<file path="src/rtl/lsu.sv">
// Load/store unit: one request at a time, one data-memory bus transaction,
// extended load result or store ack returned as a single-cycle pulse.
module lsu #(
  parameter int unsigned TIMEOUT_CYCLES = 255
) (
  input  logic        clock,
  input  logic        reset,
  input  logic        req_valid_i,
  input  logic        req_wen_i,
  input  logic [1:0]  req_size_i,
  input  logic        req_unsigned_i,
  input  logic [31:0] req_addr_i,
  input  logic [31:0] req_wdata_i,
  output logic        resp_valid_o,
  output logic        resp_err_o,
  output logic [31:0] resp_rdata_o,
  output logic        mem_req_valid_o,
  input  logic        mem_req_ready_i,
  output logic        mem_wen_o,
  output logic [31:0] mem_addr_o,
  output logic [31:0] mem_wdata_o,
  output logic [3:0]  mem_wmask_o,
  input  logic        mem_resp_valid_i,
  input  logic [31:0] mem_rdata_i
);

  localparam int unsigned CW = $clog2(TIMEOUT_CYCLES + 1);
  localparam logic [CW-1:0] TO_LIM = CW'(TIMEOUT_CYCLES);

  typedef enum logic [1:0] {
    IDLE = 2'd0,
    REQ  = 2'd1,
    WAIT = 2'd2,
    RESP = 2'd3
  } state_e;

  state_e      state_q, state_d;
  logic [CW-1:0] cnt_q, cnt_d, cnt_inc;
  logic        wen_q, wen_d;
  logic        uns_q, uns_d;
  logic        err_q, err_d;
  logic [1:0]  size_q, size_d;
  logic [31:0] addr_q, addr_d;
  logic [31:0] wdata_q, wdata_d;
  logic [31:0] rdata_q, rdata_d;

  logic        bad;
  logic        tmo;
  logic [1:0]  off;
  logic [7:0]  ld_byte;
  logic [15:0] ld_half;
  logic [31:0] ld_val;
  logic [31:0] st_wdata;
  logic [3:0]  st_wmask;
  logic        in_req;

  always_comb begin
    bad = 1'b0;
    unique case (req_size_i)
      2'b00:   bad = 1'b0;
      2'b01:   bad = req_addr_i[0];
      2'b10:   bad = |req_addr_i[1:0];
      default: bad = 1'b1;
    endcase
  end

  assign off     = addr_q[1:0];
  assign ld_byte = mem_rdata_i[{off, 3'b000} +: 8];
  assign ld_half = mem_rdata_i[{off[1], 4'b0000} +: 16];
  assign cnt_inc = cnt_q + 1'b1;
  assign tmo     = (cnt_inc == TO_LIM);

  always_comb begin
    ld_val = mem_rdata_i;
    unique case (size_q)
      2'b00:   ld_val = {{24{~uns_q & ld_byte[7]}}, ld_byte};
      2'b01:   ld_val = {{16{~uns_q & ld_half[15]}}, ld_half};
      default: ld_val = mem_rdata_i;
    endcase
  end

  // Narrow stores are replicated across lanes; the mask picks the live lanes.
  always_comb begin
    st_wdata = wdata_q;
    st_wmask = 4'b1111;
    unique case (size_q)
      2'b00: begin
        st_wdata = {4{wdata_q[7:0]}};
        st_wmask = 4'b0001 << off;
      end
      2'b01: begin
        st_wdata = {2{wdata_q[15:0]}};
        st_wmask = 4'b0011 << off;
      end
      default: begin
        st_wdata = wdata_q;
        st_wmask = 4'b1111;
      end
    endcase
  end

  always_comb begin
    state_d = state_q;
    cnt_d   = cnt_q;
    wen_d   = wen_q;
    uns_d   = uns_q;
    size_d  = size_q;
    addr_d  = addr_q;
    wdata_d = wdata_q;
    err_d   = err_q;
    rdata_d = rdata_q;
    unique case (state_q)
      IDLE: begin
        if (req_valid_i) begin
          wen_d   = req_wen_i;
          uns_d   = req_unsigned_i;
          size_d  = req_size_i;
          addr_d  = req_addr_i;
          wdata_d = req_wdata_i;
          cnt_d   = '0;
          rdata_d = '0;
          err_d   = bad;
          state_d = bad ? RESP : REQ;
        end
      end
      REQ: begin
        cnt_d = cnt_inc;
        if (tmo) begin
          err_d   = 1'b1;
          rdata_d = '0;
          state_d = RESP;
        end else if (mem_req_ready_i) begin
          state_d = WAIT;
        end
      end
      WAIT: begin
        cnt_d = cnt_inc;
        // A response arriving on the deadline cycle still completes normally.
        if (mem_resp_valid_i) begin
          err_d   = 1'b0;
          rdata_d = wen_q ? 32'd0 : ld_val;
          state_d = RESP;
        end else if (tmo) begin
          err_d   = 1'b1;
          rdata_d = '0;
          state_d = RESP;
        end
      end
      RESP: begin
        err_d   = 1'b0;
        rdata_d = '0;
        state_d = IDLE;
      end
      default: state_d = IDLE;
    endcase
  end

  always_ff @(posedge clock or posedge reset) begin
    if (reset) begin
      state_q <= IDLE;
      cnt_q   <= '0;
      wen_q   <= 1'b0;
      uns_q   <= 1'b0;
      size_q  <= 2'b00;
      addr_q  <= '0;
      wdata_q <= '0;
      err_q   <= 1'b0;
      rdata_q <= '0;
    end else begin
      state_q <= state_d;
      cnt_q   <= cnt_d;
      wen_q   <= wen_d;
      uns_q   <= uns_d;
      size_q  <= size_d;
      addr_q  <= addr_d;
      wdata_q <= wdata_d;
      err_q   <= err_d;
      rdata_q <= rdata_d;
    end
  end

  assign in_req          = (state_q == REQ);
  assign resp_valid_o    = (state_q == RESP);
  assign resp_err_o      = err_q;
  assign resp_rdata_o    = rdata_q;
  assign mem_req_valid_o = in_req;
  assign mem_wen_o       = in_req & wen_q;
  assign mem_addr_o      = in_req ? {addr_q[31:2], 2'b00} : 32'd0;
  assign mem_wdata_o     = (in_req & wen_q) ? st_wdata : 32'd0;
  assign mem_wmask_o     = (in_req & wen_q) ? st_wmask : 4'd0;

endmodule

</file>
<file path="config.mk">
export PLATFORM = sky130hd
export DESIGN_NAME = lsu
export DESIGN_NICKNAME = d
export VERILOG_FILES = /design/src/rtl/lsu.sv
export SDC_FILE = /design/constraint.sdc
export NUM_CORES = 1
export LEC_CHECK = 0
export BUFFER_PORTS_ARGS = -buffer_cell sky130_fd_sc_hd__buf_2
export CORE_UTILIZATION = 52
export DETAILED_ROUTE_END_ITERATION = 8
export PLACE_DENSITY = 0.82
export SYNTH_ARGS = -nofsm -noshare
export SYNTH_HDL_FRONTEND = slang
export SYNTH_SLANG_ARGS = --single-unit
</file>
<file path="constraint.sdc">
create_clock -name clock -period 3.4 [get_ports clock]
set_input_delay 0 -clock clock [delete_from_list [all_inputs] [get_ports clock]]
set_output_delay 0 -clock clock [all_outputs]
set_load 0.01 [all_outputs]
</file>
==> run metrics <==
outcome completed; Placed Area 7460 um2; fill count 849; Pwr Density between 800 and 900 nW/um2; CTS root buffer clkbuf_16; row cnt 40; DRC 0; adder-cell share of the synthesized area 0.0117; Worst Hold Class input pin to flop; total iterations of the first detailed-routing run 5; Crit Path Category flop to flop; largest net degree at the start of global routing between 70 and 80; Initial Util 0.534; Post-Synth XOR/XNOR Area 0.00956; clock net sink count ~110; Main synth FF type dfrtp_1; WP buf/inv 1; CP startpoint kind flop; Crit. End Element flop; top cell type's share of synthesized area 0.433; Final Cell Area roughly 8500 um2; Total Routing Usage GR 0.322; Antenna Cells 0; Max Buffers Root-to-Sink 2; GR Util met1 0.380; Final Util 0.708; die area between 10,000 and 15,000 um2; Die Ht 113 um; via-per-instance ratio about 6.0; CP endpoint resp_rdata_o[28]; Final Setup Violations 0; r2r setup slk between 0.4 and 0.5 ns; worst stage delay on the critical path 0.66 ns; I/O pin total around 210; cell taking the most area after synthesis dfrtp_1; worst flop-to-flop path startpoint state_q[0]; Final Hold Viols 0; Mean Syn Cell Area approximately 10 um2; Fmax 0.343 GHz; simple-gate area share of the yosys netlist 0.150; ys async rst share 1.00; Largest delay share family, worst path simple AND/OR/NAND/NOR gates; Hold WS about 0.011 ns; Layout area overhead 32.5%; Max Transition Viols Final 0; CTS Buf Count 9; hpwl dp 12,400 um; clk_skew between 0.01 and 0.015 ns; initial antenna violation count 0; CP Cell Sequence inv_1 -> ha_1 -> nor2b_1 -> nor2b_1 -> nand3_2 -> or2_1 -> o221ai_1; RSZ-0062 raised after global routing no; most used cell along the critical path nor2b_1; Die W ~110 um; largest family of logic cells by synthesized area multiplexers; CTS tree done; GRT Max-Usage Layer met2; first-iteration detailed-routing DRC count 546; vias in the first global route ~6,300; area of the multi-input gates between 3000 and 4000 um2; Compound-Gate Fraction of Synth Area 0.158; first-pass GRT wire length 31,900 um; Mapped Area between 6000 and 7000 um2; Required @ worst endpoint between 3 and 4 ns; VDD IR max between 0.5 and 0.6 mV; path length in cells of the critical path 7; layout cells sized above 1 0.382; total negative setup slack 0 ns; CP Max Fanout 17; Clk Latency, worst-skew pair about 0.36 ns; Core Footprint about 12,000 um2; Crit Reg-Reg Endpoint resp_rdata_o[28]; setup repair bufs after CTS 0; clock transition at the registers of the reported paths around 0.070 ns; GR Util met2 0.543; post-route ant nets 0; Cell variety after synth 55; most area-consuming cells after synthesis dfrtp_1 43%, mux2_2 12%, and2_1 3.0%; GRT overflow 0; via count 6,155; Buffers on Ports 206; Total Routed Length 20,500 um; maxcap violations 0; Critical path origin state_q[0]; multiplexer share of the synthesized area 0.176; Post-Syn Instances between 600 and 700; Seq/Total Area, Yosys 0.433; hold path depth 3; M3 GR Usage 0.0846; slew margin rel. 0.369; Post-synth EDFFs 0; Slowest-stage cell, CP nor2b_1; WL/cell 20.0 um; R2R cell count 7; Leak Pwr 4.16 nW; Final Cycle Share 0.858; minimum clock period between 2 and 3 ns; GP Congestion 0.872; H-tree Lvls 3; Critical Path AT approximately 3.1 ns; Slew @ Worst Pin around 0.94 ns; FF/Latch Area between 2000 and 3000 um2; Synth Register Bits around 110; NumNets Final 982; Synth Warn # 0
-- cell families after synthesis --
family                     Yosys count
and+or+nand+nor                    189
muxes                               94
buffers and inverters               88
xor gates and xnor gates             7
adders and majority gates            6
other                                1
DFF                                111
AOI/OAI and AO/OA                  125
-- tightest hold or removal path, cell delays in order --
cell	delay (ns)
buf_2	0.12
nand2b_1	0.10
a22o_1	0.11
-- area by class of cell --
class | instances | area share
Tap cell | 147 | 0.0216
Sequential cell | 111 | 0.327
Clock buffer | 11 | 0.0286
Multi-Input combinational cell | 423 | 0.383
Clock inverter | 4 | 0.00633
Timing Repair Buffer | 291 | 0.218
Inverter | 35 | 0.0158
-- flip-flops by register name, summed over array words and instances (netlist names), 2 cells and up --
name,flops
cnt_q,8
addr_q,32
resp_rdata_o,32
size_q,2
wdata_q,32
state_q,2
-- layout by cell type (no fill, tap or decap), drive strengths merged, types with 11 or more instances in the layout --
master	n
and2	31
inv	36
clkbuf	11
o21ai	22
a21oi	18
dlygate4sd3	74
mux2	69
buf	217
and3	13
o2bb2ai	16
dfrtp	111
mux2i	17
o22ai	20
nand2	40
or3	13
nor2b	18
nor2	50
a41oi	12
-- repair_timing --
item / CTS / global route
hold endpoints to repair: 142 / 0
hold buffers: 74 / 0
resized for setup: 0 / 0
-- report_power, final --
group / switching [W] / leakage (nW) / internal [W] / total (W)
Sequential: 0.000558 / 1.39 / 0.00183 / 0.00239
Combinational: 0.00195 / 2.63 / 0.00159 / 0.00354
Clock: 0.000503 / 0.138 / 0.000592 / 0.00109
Total: 0.00302 / 4.16 / 0.00401 / 0.00703
-- how the worst min path moves through the flow --
stage | start | to | slack (ns)
floorplan | req_addr_i[27] | addr_q[27] | 0.15
global placement | reset | addr_q[17] | 0.23
detailed placement | reset | addr_q[12] | 0.23
CTS | mem_rdata_i[25] | resp_rdata_o[25] | 0.0003
global route | mem_rdata_i[21] | resp_rdata_o[21] | 0.02
finish | mem_rdata_i[15] | resp_rdata_o[15] | 0.01
-- per-layer routing --
| metal | vias up | routed length (um) | share of wire |
|---|---|---|---|
| met5 | - | 0 | 0 |
| met4 | 0 | 821 | 0.040 |
| met3 | 85 | 1810 | 0.088 |
| met2 | 385 | 10100 | 0.49 |
| met1 | 2987 | 7740 | 0.38 |
| li1 | 2698 | - | - |
-- through the flow --
step	power [W]	std cells	setup WS [ns]
global placement	0.00550	933	0.774
CTS	0.00685	1022	0.493
finish	0.00703	1022	0.484
floorplan	0.00476	622	0.469
global route	0.00739	1022	0.271
detailed placement	0.00567	933	0.535
-- synthesized netlist by cell type (9+ instances only) --
master,n
o21ai_0,21
buf_1,12
buf_2,9
o22ai_1,20
inv_1,35
and2_1,31
dfrtp_1,111
nor2_1,49
and3_1,13
nor2b_1,18
o2bb2ai_2,9
nand2_1,40
mux2i_1,17
a21oi_1,18
mux2_2,69
clkbuf_1,23
or3_1,13
Note: power is estimated with default switching activity, not from simulation.
